## config.mk

```make
export PLATFORM = sky130hd
export DESIGN_NAME = platform_bringup_seq
export DESIGN_NICKNAME = d
export VERILOG_FILES = /design/src/rtl/platform_seq_pkg.sv /design/src/rtl/bit_sync_2ff.sv /design/src/rtl/platform_bringup_seq.sv
export SDC_FILE = /design/constraint.sdc
export NUM_CORES = 1
export LEC_CHECK = 0
export ABC_AREA = 1
export CORE_MARGIN = 3
export CORE_UTILIZATION = 59
export DETAILED_ROUTE_END_ITERATION = 16
export GPL_ROUTABILITY_DRIVEN = 0
export PLACE_DENSITY = 0.79
export SLEW_MARGIN = 15
export SYNTH_ARGS = -nofsm -noshare
export SYNTH_HDL_FRONTEND = slang
export SYNTH_HIERARCHICAL = 1
export SYNTH_SLANG_ARGS = --single-unit
```

## constraint.sdc

```tcl
create_clock -name sys_clk -period 2.2 [get_ports sys_clk]
set_input_delay 0.33 -clock sys_clk [delete_from_list [all_inputs] [get_ports sys_clk]]
set_output_delay 0.33 -clock sys_clk [all_outputs]
set_load 0.02 [all_outputs]
```

## src/rtl/platform_seq_pkg.sv

```systemverilog
// Shared state encodings and fault codes for the platform bring-up sequencer.
package platform_seq_pkg;

  localparam int STATE_W = 3;

  typedef enum logic [STATE_W-1:0] {
    ST_HOLD  = 3'd0,
    ST_NOC   = 3'd1,
    ST_HBM   = 3'd2,
    ST_RUN   = 3'd3,
    ST_FAULT = 3'd4
  } seq_state_t;

  localparam logic [1:0] FC_NONE    = 2'b00;
  localparam logic [1:0] FC_NOC     = 2'b01;
  localparam logic [1:0] FC_HBM     = 2'b10;
  localparam logic [1:0] FC_CATTRIP = 2'b11;

endpackage

```

## src/rtl/bit_sync_2ff.sv

```systemverilog
// Two-flop synchroniser with a configurable width and reset value.
module bit_sync_2ff #(
  parameter int               WIDTH     = 1,
  parameter logic [WIDTH-1:0] RESET_VAL = '0
) (
  input  logic             clk,
  input  logic             reset_n,
  input  logic [WIDTH-1:0] d,
  output logic [WIDTH-1:0] q
);

  logic [WIDTH-1:0] meta;

  always_ff @(posedge clk) begin
    if (!reset_n) begin
      meta <= RESET_VAL;
      q    <= RESET_VAL;
    end else begin
      meta <= d;
      q    <= meta;
    end
  end

endmodule

```

## src/rtl/platform_bringup_seq.sv

```systemverilog
// Platform bring-up sequencer: releases NoC, HBM and app resets in order with bounded waits.
// state | meaning: HOLD all resets held | NOC wait noc init | HBM wait hbm cal | RUN app live | FAULT all held, wait restart
module platform_bringup_seq
  import platform_seq_pkg::*;
#(
  parameter int         HOLD_CYCLES    = 256,
  parameter int         TIMEOUT_CYCLES = 1048576,
  parameter logic [2:0] TEMP_THROTTLE  = 3'd5,
  parameter int         CNT_W          = 32
) (
  input  logic         sys_clk,
  input  logic         sys_reset_n,
  input  logic         hbm_cattrip_i,
  input  logic [2:0]   hbm_temp_i,
  input  logic         pcie_reset_n,
  input  logic         noc_init_done,
  input  logic         hbm_cal_done,
  input  logic         restart,
  output logic         noc_rst_n,
  output logic         hbm_rst_n,
  output logic         app_rst_n,
  output logic         throttle,
  output logic         fault,
  output logic [1:0]   fault_code,
  output logic [STATE_W-1:0] seq_state
);

  localparam logic [CNT_W-1:0] HOLD_LAST    = CNT_W'(HOLD_CYCLES - 1);
  localparam logic [CNT_W-1:0] TIMEOUT_LAST = CNT_W'(TIMEOUT_CYCLES - 1);
  localparam logic [2:0]       TEMP_CLEAR   = TEMP_THROTTLE - 3'd1;

  logic       cattrip_sync;
  logic       pcie_sync;
  logic [2:0] temp_sync;

  bit_sync_2ff #(.WIDTH(1), .RESET_VAL(1'b0)) u_sync_cattrip (
    .clk(sys_clk), .reset_n(sys_reset_n), .d(hbm_cattrip_i), .q(cattrip_sync)
  );

  bit_sync_2ff #(.WIDTH(1), .RESET_VAL(1'b0)) u_sync_pcie (
    .clk(sys_clk), .reset_n(sys_reset_n), .d(pcie_reset_n), .q(pcie_sync)
  );

  bit_sync_2ff #(.WIDTH(3), .RESET_VAL(3'd0)) u_sync_temp (
    .clk(sys_clk), .reset_n(sys_reset_n), .d(hbm_temp_i), .q(temp_sync)
  );

  // Temperature code is only trusted once it has been stable for two synchronised samples.
  logic [2:0] temp_prev;
  logic [2:0] temp_acc;
  logic [2:0] temp_next;

  always_comb begin
    temp_next = temp_acc;
    if (temp_sync == temp_prev) temp_next = temp_sync;
  end

  always_ff @(posedge sys_clk) begin
    if (!sys_reset_n) begin
      temp_prev <= 3'd0;
      temp_acc  <= 3'd0;
      throttle  <= 1'b0;
    end else begin
      temp_prev <= temp_sync;
      temp_acc  <= temp_next;
      if (temp_next >= TEMP_THROTTLE) throttle <= 1'b1;
      else if (temp_next < TEMP_CLEAR) throttle <= 1'b0;
    end
  end

  seq_state_t       state_q, state_next;
  logic [1:0]       code_next;
  logic [CNT_W-1:0] cnt;

  always_comb begin
    state_next = state_q;
    code_next  = fault_code;
    unique case (state_q)
      ST_HOLD: begin
        if (cnt == HOLD_LAST) state_next = ST_NOC;
      end
      ST_NOC: begin
        if (noc_init_done) state_next = ST_HBM;
        else if (cnt == TIMEOUT_LAST) begin
          state_next = ST_FAULT;
          code_next  = FC_NOC;
        end
      end
      ST_HBM: begin
        if (hbm_cal_done) state_next = ST_RUN;
        else if (cnt == TIMEOUT_LAST) begin
          state_next = ST_FAULT;
          code_next  = FC_HBM;
        end
      end
      ST_RUN: begin
        if (!noc_init_done) begin
          state_next = ST_FAULT;
          code_next  = FC_NOC;
        end else if (!hbm_cal_done) begin
          state_next = ST_FAULT;
          code_next  = FC_HBM;
        end
      end
      ST_FAULT: begin
        if (restart && !cattrip_sync) begin
          state_next = ST_HOLD;
          code_next  = FC_NONE;
        end
      end
      default: begin
        state_next = ST_HOLD;
        code_next  = FC_NONE;
      end
    endcase
    // Over-temperature trip beats any done or timeout decided above.
    if (cattrip_sync && state_q != ST_FAULT) begin
      state_next = ST_FAULT;
      code_next  = FC_CATTRIP;
    end
  end

  always_ff @(posedge sys_clk) begin
    if (!sys_reset_n) begin
      state_q    <= ST_HOLD;
      cnt        <= '0;
      fault_code <= FC_NONE;
      noc_rst_n  <= 1'b0;
      hbm_rst_n  <= 1'b0;
      app_rst_n  <= 1'b0;
      fault      <= 1'b0;
    end else begin
      state_q    <= state_next;
      fault_code <= code_next;
      if (state_next != state_q) cnt <= '0;
      else if (cnt != '1) cnt <= cnt + CNT_W'(1);
      noc_rst_n  <= (state_next == ST_NOC) || (state_next == ST_HBM) || (state_next == ST_RUN);
      hbm_rst_n  <= (state_next == ST_HBM) || (state_next == ST_RUN);
      app_rst_n  <= (state_next == ST_RUN) && pcie_sync;
      fault      <= (state_next == ST_FAULT);
    end
  end

  assign seq_state = state_q;

endmodule

```

==> metrics.yaml <==
grt_pass1_vias: 2547
hp-class: "flip-flop to flip-flop"
grt_util_all_layers_pct: 21.89
cp_slowest_stage_delay_ns: 0.33
fin_util_pct: 71.29
drtAntennaViolNets: 0
syn-cell-area_mm2: 0.003188
die_h_um: 79.51
max_cap_viol_count: 0
outcome: "complete, no violations"
slew_headroom_pct: 66.57
final_cell_mix: "nand2_1, nor2_1, dfxtp_1"
dieArea_mm2: 0.006322
slew_violations: 0
routed-via-count: 2586
cts_tree: "done"
hold_end: "u_sync_pcie/q"
report.final.setup_viol: 0
viasPerCell: 4.935
grt_antenna_before_repair: 0
core_mm2: 0.005172
layout_min_cycle_time_ns: 1.948
floorplan.rows: 26
timing.final.crit_share_pct: 88.56
cts_num_sinks: 58
clock.fmax_mhz: 513.3
drive_above_1_share_pct: 17.84
antennaDiodeCount: 0
final_cell_area_mm2: 0.003687
path_clk_slew_ns: 0.07
num_io_pins: 20
cp_max_fo: 18
worstMarginPinSlew_ns: 0.4968
worstPathCellList: "ha_1 -> inv_1 -> nor2_4 -> nand2_4 -> nor2_4 -> nand2_2 -> nand2_1 -> nand2_1 -> nand2_2 -> a21oi_2 -> nand3_4 -> buf_12 -> nor2_1"
ir_worst_vdd_uv: 529.9
skew_ns: 0.01004
clockRootBuffer: "clkbuf_8"
drtPass1Iterations: 5
crit_required_ns: 2.42
yosys_warnings: 6
r2r_slack_ns: 0.25
hold_depth: 2
cts.path.max_buffers: 2
power.total_uw: 2446
fp.dieW_um: 79.51
synth-seq-cells: 58
start_util_pct: 61.64
numCtsBuffers: 9
path_class: "flip-flop to flip-flop"
power.density_mw_per_mm2: 663.4
cts_hold_buf: 0
htreeDepth: 3
hold_viol_final: 0
syn_area_per_cell_um2: 7.555
drc_errors: 0
syn_inst: 422
leakagePower_uw: 0.001547
clkLatencyLatePin_ns: 0.34
r2r_cells: 13
wl_per_cell_um: 12.05
rsz0062_at_grt: "no"
post_cts_buffers: 0
syn_nets: 433
dp_hpwl_mm: 4.581
synth_cell_type_count: 33
cp-end-kind: "flip-flop"
setup_tns_ns: 0
io_buffers: 19
fin_cells: 524
syn_to_final_growth_pct: 15.66
min_from: "u_sync_pcie/meta"
ys_seq_area_share_pct: 36.42
timing.rr.start: "cnt[1]"
placedInstanceArea_mm2: 0.003447
overflow: 0
dp_cells: 509
crit_buf_inv: 2
grt_max_degree: 25
crit_arrival_ns: 2.17
cp_top_family: "simple AND/OR/NAND/NOR gates"
grt_pass1_wl_mm: 10.83
slowest_stage: "dfxtp_1"
drt_iter0_markers: 128
cts.repair.resized: 0
cp-start-kind: "flip-flop"
r2r_end: "cnt[3]"
final_common_cell: "nand2_1"
finalNetCount: 461
drt_wl_total_mm: 6.314
-- cells in the mapped netlist --
cell type	count	area share (%)
a31oi_1	2	0.39
dfxtp_1	58	36
inv_2	7	0.82
xor2_1	24	6.6
nor3_1	10	1.6
or2_1	1	0.20
buf_12	3	1.9
nand2_2	11	2.2
xnor2_1	8	2.2
nor4_1	4	0.78
nor2_1	76	8.9
nand4_1	10	2.0
or2_2	1	0.20
clkinv_1	1	0.12
mux2i_1	2	0.63
nor2_2	3	0.59
buf_2	2	0.31
o21ai_1	1	0.16
nand3_4	1	0.55
nor3b_1	2	0.47
o21ai_0	4	0.63
clkbuf_1	1	0.12
nor3_2	1	0.31
nand3_1	11	1.7
nor2_4	34	12
o22ai_1	1	0.20
nand3_2	1	0.31
ha_1	1	0.39
inv_1	46	5.4
a21oi_2	1	0.27
nand2_1	89	10
nand2_4	2	0.71
a21oi_1	3	0.47
-- flip-flops by register name, indices dropped and copies added, names as in the netlist, 2 cells and up --
register / count
cnt: 32
seq_state: 3
temp_acc: 3
temp_prev: 3
u_sync_temp/meta: 3
u_sync_temp/q: 3
fault_code: 2
-- per-layer routing --
| metal | track usage, % | part of all wire [%] |
|---|---|---|
| met1 | 24.40 | 43 |
| met2 | 39.23 | 50 |
| met3 | 6.433 | 4.7 |
| met4 | 7.732 | 1.6 |
| met5 | 0 | 0 |
-- area by class of cell --
class	count	area [um^2]
multi-input cells	304	1750
fillers	423	1485
flip-flops and latches	58	1161
repair buffers	23	245.2
inverters	54	202.7
clock buffers	10	137.6
clock inverters	5	102.6
well taps	70	87.58
-- cell families after synthesis --
| family | Yosys count | synth area share [%] |
|---|---|---|
| AO/OA/AOI/OAI | 12 | 2.119 |
| XOR/XNOR | 32 | 8.791 |
| adder cells (fa/ha/maj) | 1 | 0.3924 |
| buffers and inverters | 60 | 8.674 |
| flip-flops | 58 | 36.42 |
| multiplexers | 2 | 0.6280 |
| AND/OR/NAND/NOR | 257 | 42.98 |
-- stage by stage --
stage / hold slack, ns / setup slack [ns]
after floorplan: 0.3856 / 0.3950
after global placement: 0.3893 / 0.1241
after detailed placement: 0.3971 / 0.04397
after CTS: 0.4096 / 0.2358
after global routing: 0.4270 / 0.07745
final: 0.4062 / 0.2516
-- power breakdown --
part	internal (uW)	leakage [uW]	switching [uW]
clock	775	0.000118	423
combinational	66.4	0.000958	101
sequential	1070	0.000471	10.4
-- tightest hold or removal path, delay by kind of cell (launching register included) --
kind | cells | cell delay [ns]
buffers and inverters | 1 | 0.03
and+or+nand+nor | 1 | 0.04
DFF | 1 | 0.30
-- worst max-delay path by stage --
stage | from | to | slack, ns | cells past startpoint
floorplan | cnt[0] | cnt[20] | 0.40 | 13
global placement | noc_init_done | cnt[2] | 0.12 | 12
detailed placement | noc_init_done | cnt[2] | 0.04 | 12
CTS | cnt[1] | cnt[2] | 0.24 | 13
global route | cnt[24] | cnt[22] | 0.08 | 8
finish | cnt[1] | cnt[3] | 0.25 | 13
(Power assumes the default switching activity.)
